$ cat config.mk
export PLATFORM = sky130hd
export DESIGN_NAME = spi_ctrl_fsm
export DESIGN_NICKNAME = d
export VERILOG_FILES = /design/src/rtl/spi_pkg.sv /design/src/rtl/spi_bit_counter.sv /design/src/rtl/spi_ctrl_fsm.sv
export SDC_FILE = /design/constraint.sdc
export NUM_CORES = 1
export LEC_CHECK = 0
export CAP_MARGIN = 20
export CORE_MARGIN = 4
export CORE_UTILIZATION = 45
export CTS_BUF_LIST = sky130_fd_sc_hd__clkbuf_8
export DETAILED_ROUTE_END_ITERATION = 7
export GPL_TIMING_DRIVEN = 0
export PLACE_DENSITY = 0.82
export SYNTH_ARGS = -nofsm -noshare
export SYNTH_HDL_FRONTEND = slang
export SYNTH_SLANG_ARGS = --single-unit
$ cat constraint.sdc
create_clock -name clk -period 1.8 [get_ports clk]
set_input_delay 0.54 -clock clk [delete_from_list [all_inputs] [get_ports clk]]
set_output_delay 0.54 -clock clk [all_outputs]
set_load 0.005 [all_outputs]
$ cat src/rtl/spi_pkg.sv
// Shared types and helpers for the SPI slave control FSM.
// The state set gains RD_INC/WR_INC when SPI_CTRL_BURST_EN is defined.
package spi_pkg;

   localparam int unsigned SPI_ADDR_WIDTH = 7;
   localparam int unsigned SPI_DATA_WIDTH = 8;

`ifdef SPI_CTRL_BURST_EN
   typedef enum logic [3:0] {
      ST_IDLE,
      ST_ADDR,
      ST_DECODE,
      ST_RD_LOAD,
      ST_READ,
      ST_WRITE,
      ST_WR_COMMIT,
      ST_DONE,
      ST_RD_INC,
      ST_WR_INC
   } spi_state_e;
`else
   typedef enum logic [2:0] {
      ST_IDLE,
      ST_ADDR,
      ST_DECODE,
      ST_RD_LOAD,
      ST_READ,
      ST_WRITE,
      ST_WR_COMMIT,
      ST_DONE
   } spi_state_e;
`endif

   // Wide enough to hold the longest phase length without wrapping.
   function automatic int unsigned spi_cnt_width(input int unsigned aw, input int unsigned dw);
      int unsigned m;
      m = (aw > dw) ? aw : dw;
      return $clog2(m + 1);
   endfunction

endpackage

$ cat src/rtl/spi_bit_counter.sv
// Serial bit counter shared by the address and data phases.
// Clear has priority over enable; tc_o flags count == limit_i.
module spi_bit_counter #(
   parameter int unsigned WIDTH = 4
) (
   input  logic             clk_i,
   input  logic             reset_i,
   input  logic             clear_i,
   input  logic             enable_i,
   input  logic [WIDTH-1:0] limit_i,
   output logic             tc_o
);

   logic [WIDTH-1:0] count_q;
   logic [WIDTH-1:0] count_d;

   always_comb begin
      count_d = count_q;
      if (clear_i) begin
         count_d = '0;
      end else if (enable_i) begin
         count_d = count_q + 1'b1;
      end
   end

   always_ff @(posedge clk_i) begin
      if (reset_i) begin
         count_q <= '0;
      end else begin
         count_q <= count_d;
      end
   end

   assign tc_o = (count_q == limit_i);

endmodule

$ cat src/rtl/spi_ctrl_fsm.sv
// SPI slave control FSM: address latch, shift-register load, memory write, MISO enable.
// Define SPI_CTRL_BURST_EN for multi-word bursts with address auto-increment.
module spi_ctrl_fsm
   import spi_pkg::*;
#(
   parameter int unsigned ADDR_WIDTH = SPI_ADDR_WIDTH,
   parameter int unsigned DATA_WIDTH = SPI_DATA_WIDTH
) (
   input  logic clk,
   input  logic reset,
   input  logic sclk_edge,
   input  logic cs,
   input  logic rw,
   output logic miso_buff,
   output logic dm_we,
   output logic addr_we,
   output logic sr_we,
   output logic addr_inc,
   output logic xfer_done
);

   localparam int unsigned CNT_W = spi_cnt_width(ADDR_WIDTH, DATA_WIDTH);
   localparam logic [CNT_W-1:0] ADDR_LAST = CNT_W'(ADDR_WIDTH - 1);
   localparam logic [CNT_W-1:0] DATA_LAST = CNT_W'(DATA_WIDTH - 1);

   spi_state_e state_q, state_d;
   logic       miso_buff_q, miso_buff_d;
   logic       dm_we_q, dm_we_d;
   logic       addr_we_q, addr_we_d;
   logic       sr_we_q, sr_we_d;
   logic       xfer_done_q, xfer_done_d;
`ifdef SPI_CTRL_BURST_EN
   logic       addr_inc_q, addr_inc_d;
`endif

   logic             cnt_clr;
   logic             cnt_en;
   logic             cnt_tc;
   logic [CNT_W-1:0] cnt_limit;

   assign cnt_limit = (state_q == ST_ADDR) ? ADDR_LAST : DATA_LAST;

   spi_bit_counter #(
      .WIDTH(CNT_W)
   ) u_bit_counter (
      .clk_i    (clk),
      .reset_i  (reset),
      .clear_i  (cnt_clr),
      .enable_i (cnt_en),
      .limit_i  (cnt_limit),
      .tc_o     (cnt_tc)
   );

   always_comb begin
      state_d     = state_q;
      miso_buff_d = 1'b0;
      dm_we_d     = 1'b0;
      addr_we_d   = 1'b0;
      sr_we_d     = 1'b0;
      xfer_done_d = 1'b0;
`ifdef SPI_CTRL_BURST_EN
      addr_inc_d  = 1'b0;
`endif
      cnt_clr     = 1'b0;
      cnt_en      = 1'b0;

      unique case (state_q)
         ST_IDLE: begin
            if (sclk_edge) begin
               state_d   = ST_ADDR;
               addr_we_d = 1'b1;
               cnt_clr   = 1'b1;
            end
         end
         ST_ADDR: begin
            addr_we_d = 1'b1;
            if (sclk_edge) begin
               if (cnt_tc) begin
                  addr_we_d = 1'b0;
                  cnt_clr   = 1'b1;
                  state_d   = ST_DECODE;
               end else begin
                  cnt_en = 1'b1;
               end
            end
         end
         ST_DECODE: begin
            if (sclk_edge) begin
               if (rw) begin
                  state_d = ST_RD_LOAD;
                  sr_we_d = 1'b1;
               end else begin
                  state_d = ST_WRITE;
               end
            end
         end
         ST_RD_LOAD: begin
            state_d     = ST_READ;
            miso_buff_d = 1'b1;
         end
         ST_READ: begin
            miso_buff_d = 1'b1;
            if (sclk_edge) begin
               if (cnt_tc) begin
                  cnt_clr     = 1'b1;
                  xfer_done_d = 1'b1;
`ifdef SPI_CTRL_BURST_EN
                  state_d     = ST_RD_INC;
                  addr_inc_d  = 1'b1;
`else
                  state_d     = ST_DONE;
                  miso_buff_d = 1'b0;
`endif
               end else begin
                  cnt_en = 1'b1;
               end
            end
         end
         ST_WRITE: begin
            if (sclk_edge) begin
               if (cnt_tc) begin
                  cnt_clr     = 1'b1;
                  state_d     = ST_WR_COMMIT;
                  dm_we_d     = 1'b1;
                  xfer_done_d = 1'b1;
               end else begin
                  cnt_en = 1'b1;
               end
            end
         end
         ST_WR_COMMIT: begin
`ifdef SPI_CTRL_BURST_EN
            state_d    = ST_WR_INC;
            addr_inc_d = 1'b1;
`else
            state_d    = ST_DONE;
`endif
         end
`ifdef SPI_CTRL_BURST_EN
         ST_RD_INC: begin
            state_d     = ST_RD_LOAD;
            sr_we_d     = 1'b1;
            miso_buff_d = 1'b1;
         end
         ST_WR_INC: begin
            state_d = ST_WRITE;
         end
`endif
         ST_DONE: begin
            state_d = ST_DONE;
         end
         default: begin
            state_d = ST_IDLE;
         end
      endcase

      // Deselect overrides every state decision, including a coincident edge.
      if (cs) begin
         state_d     = ST_IDLE;
         miso_buff_d = 1'b0;
         dm_we_d     = 1'b0;
         addr_we_d   = 1'b0;
         sr_we_d     = 1'b0;
         xfer_done_d = 1'b0;
`ifdef SPI_CTRL_BURST_EN
         addr_inc_d  = 1'b0;
`endif
         cnt_clr     = 1'b1;
         cnt_en      = 1'b0;
      end
   end

   always_ff @(posedge clk) begin
      if (reset) begin
         state_q     <= ST_IDLE;
         miso_buff_q <= 1'b0;
         dm_we_q     <= 1'b0;
         addr_we_q   <= 1'b0;
         sr_we_q     <= 1'b0;
         xfer_done_q <= 1'b0;
`ifdef SPI_CTRL_BURST_EN
         addr_inc_q  <= 1'b0;
`endif
      end else begin
         state_q     <= state_d;
         miso_buff_q <= miso_buff_d;
         dm_we_q     <= dm_we_d;
         addr_we_q   <= addr_we_d;
         sr_we_q     <= sr_we_d;
         xfer_done_q <= xfer_done_d;
`ifdef SPI_CTRL_BURST_EN
         addr_inc_q  <= addr_inc_d;
`endif
      end
   end

   assign miso_buff = miso_buff_q;
   assign dm_we     = dm_we_q;
   assign addr_we   = addr_we_q;
   assign sr_we     = sr_we_q;
   assign xfer_done = xfer_done_q;
`ifdef SPI_CTRL_BURST_EN
   assign addr_inc  = addr_inc_q;
`else
   assign addr_inc  = 1'b0;
`endif

endmodule

==> results.md <==
- Die width: 45.51 µm
- CP max stage cell: or4_4
- Sequential area share after synthesis: 37.94%
- Setup crit start kind: flop
- Synthesis Warnings: 0
- Pwr dens: approximately 750 nW/µm²
- Pre-CTS worst setup slack: -352.8 ps
- Crit-path max cell delay: 520 ps
- Remaining antenna violation count: 0
- Fmax: between 0.5 and 0.6 GHz
- Synthesis-stage register bit count: 12
- Crit path capture type: flop
- Power Total: 627.4 µW
- Crit path time final: 1768 ps
- CP cell instances: nor3b_4 -> mux2_4 -> or4_4 -> a211oi_2
- DR WL/cell: around 14 µm
- Max Fanout on Critical Path: 11
- Die Ht: roughly 46 µm
- Top cell family by delay on the critical path: simple AND/OR/NAND/NOR gates
- H-tree level count: 1
- Path type of the worst min-delay path: in -> reg
- Total gr overflow: 0
- Syn nets: 82
- Worst setup margin: roughly 32 ps
- Post-Syn Area: 633.1 µm²
- Final nets: 97
- Max Cap Violations: 0
- Die ar.: 2071 µm²
- Critical path arrival: approximately 1900 ps
- Slew Limit Fails: 0
- Routed vias/inst: roughly 6
- Clk root buf: clkbuf_8
- Sink Count: 12
- Port bufs: 8
- Unique masters post-synth: 30
- RSZ-0062 raised after global routing: yes
- First-pass GRT wire length: 2415 µm
- IO Count: 11
- Skew-Pair Late Insertion Delay: ~240 ps
- DR pass1 iterations: 4
- Largest net degree at the start of global routing: 11
- DR iter-0 viols: 28
- Crit share post-route: 98.22%
- Gpl congestion: just under 0.8
- Synthesized area per cell: approximately 8.3 µm²
- CP required: 1960 ps
- Setup CP Type: reg -> reg
- Setup Total Neg Slack: 0 ps
- Maximum VDD drop: around 0.5 mV
- CTS tree: built
- Buf+Inv Stages, Crit Path: 0
- Clk slew on worst S/H paths: about 50 ps
- CTS buffer count: 3
- Hold Vio Cnt, Final: 0
- Pleak: ~0.0003 µW
- Vias in the first global route: 560
- Post-Synthesis Cells: 76
- Residual DRC: 0
- Post-synth EDFFs: 0
- # rows: 13
- Starting Density: between 40% and 50%
- Worst-case clock buffer depth: 2
- Final WL: approximately 1400 µm
- Antenna cells: 0
- Area delta synth->final: 32.61%
- Core footprint: around 1300 µm²
- Async S/R FF share, synth: 0%
- Total GRT Usage: 15.84%
- Hold_buf cts: 0
- Initial antenna violation count: 0
- Synth Flop Type: dfxtp_1
- Fin util: 63.72%
- Final setup violation count: 0
- Vias: around 600
- DPL Wire Length: 969.2 µm
- Final setup skew: a little over 0.9 ps
- Layout cells sized above 1: between 20% and 30%
- Min Hold Slack: roughly 540 ps
- Outcome: completed
cell usage after synthesis, drive strengths merged, types with 2 or more instances:
cell / count / area share, %
or4: 2 / 2.4
buf: 3 / 3.6
nand3: 4 / 3.2
nand2: 2 / 1.2
a21oi: 3 / 2.4
nor2b: 4 / 4.0
clkinv: 2 / 1.2
a211oi: 5 / 5.9
dfxtp: 12 / 38
nor2: 3 / 1.8
nor3: 4 / 3.2
clkbuf: 2 / 1.2
inv: 3 / 1.8
a31oi: 3 / 3.0
o21ai: 9 / 7.1
o31ai: 2 / 2.4
metrics by stage:
| step | area [µm²] | instances |
|---|---|---|
| after detailed placement | 752.0 | 99 |
| final | 839.6 | 105 |
| after global routing | 839.6 | 105 |
| after floorplan | 653.1 | 76 |
| after CTS | 848.3 | 107 |
| after global placement | 752.0 | 99 |
timing repair:
action / 4_1_cts / 5_1_grt
pin swaps: 3 / 2
setup endpoints to repair: 2 / 3
buffers inserted: 4 / 0
hold endpoints to repair: 0 / 0
gates resized for setup: 4 / 4
layout make-up:
class / instances / area (µm²)
Multi-Input combinational cell: 54 / 369.1
Sequential cell: 12 / 246.5
Tap cell: 15 / 18.77
Clock buffer: 4 / 55.05
Inverter: 5 / 18.77
Timing Repair Buffer: 12 / 108.9
Buffer: 3 / 22.52
Fill cell: 111 / 478.0
placed cells by master, fill, tap and decap left out, types with 4 or more instances in the layout:
master | synthesis | layout
o21ai_1 | 5 | 5
clkbuf_8 | 0 | 4
buf_4 | 3 | 5
a211oi_1 | 5 | 4
nand3_1 | 4 | 4
nor3_1 | 4 | 4
dfxtp_1 | 12 | 9
nor2b_1 | 4 | 4
clkdlybuf4s50_1 | 0 | 7
o21ai_0 | 4 | 4
path summary, 6_finish.rpt:
kind,endpoint,depth (start not counted),slack (ps),startpoint
worst min register to register,sr_we$_SDFF_PP0_,2,550,state_q[1]$_SDFFE_PP0P_
worst min-delay path,addr_we$_SDFF_PP0_,2,540,sclk_edge
worst max-delay path,u_bit_counter.count_q[3]$_SDFFE_PP0P_,4,30,state_q[1]$_SDFFE_PP0P_
worst max register to register,u_bit_counter.count_q[3]$_SDFFE_PP0P_,4,30,state_q[1]$_SDFFE_PP0P_
power by group:
part | total, µW | switching [µW] | internal (µW) | leakage, µW
Clock | 298 | 105 | 194 | 0.0000288
Combinational | 55.6 | 28.6 | 27.0 | 0.000169
Sequential | 273 | 4.72 | 269 | 0.0000988
Total | 627 | 138 | 489 | 0.000296
metal layers:
layer / global-route usage (%) / wire length (µm)
met5: 0 / 0
met4: 6.433 / 0
met1: 20.76 / 609
met3: 3.557 / 130
met2: 24.79 / 678
sequential cells by signal, indices dropped and copies added (netlist names):
signal	cells
dm_we	1
sr_we	1
xfer_done	1
addr_we	1
miso_buff	1
state_q	3
u_bit_counter.count_q	4
cell families after synthesis:
kind of cell	count (synthesis)	synth area share, %
other	1	0.5923
muxes	2	3.952
adders and majority gates	1	1.976
AOI/OAI and AO/OA	23	22.13
buffers and inverters	10	7.708
DFF	12	37.94
and+or+nand+nor	27	25.69
worst reg2reg max path: cells and delay by family, from the launching register on:
family | cells | cell delay, ps
and+or+nand+nor | 2 | 760
DFF | 1 | 380
AOI/OAI and AO/OA | 1 | 210
muxes | 1 | 340
Note: power is estimated with default switching activity, not from simulation.
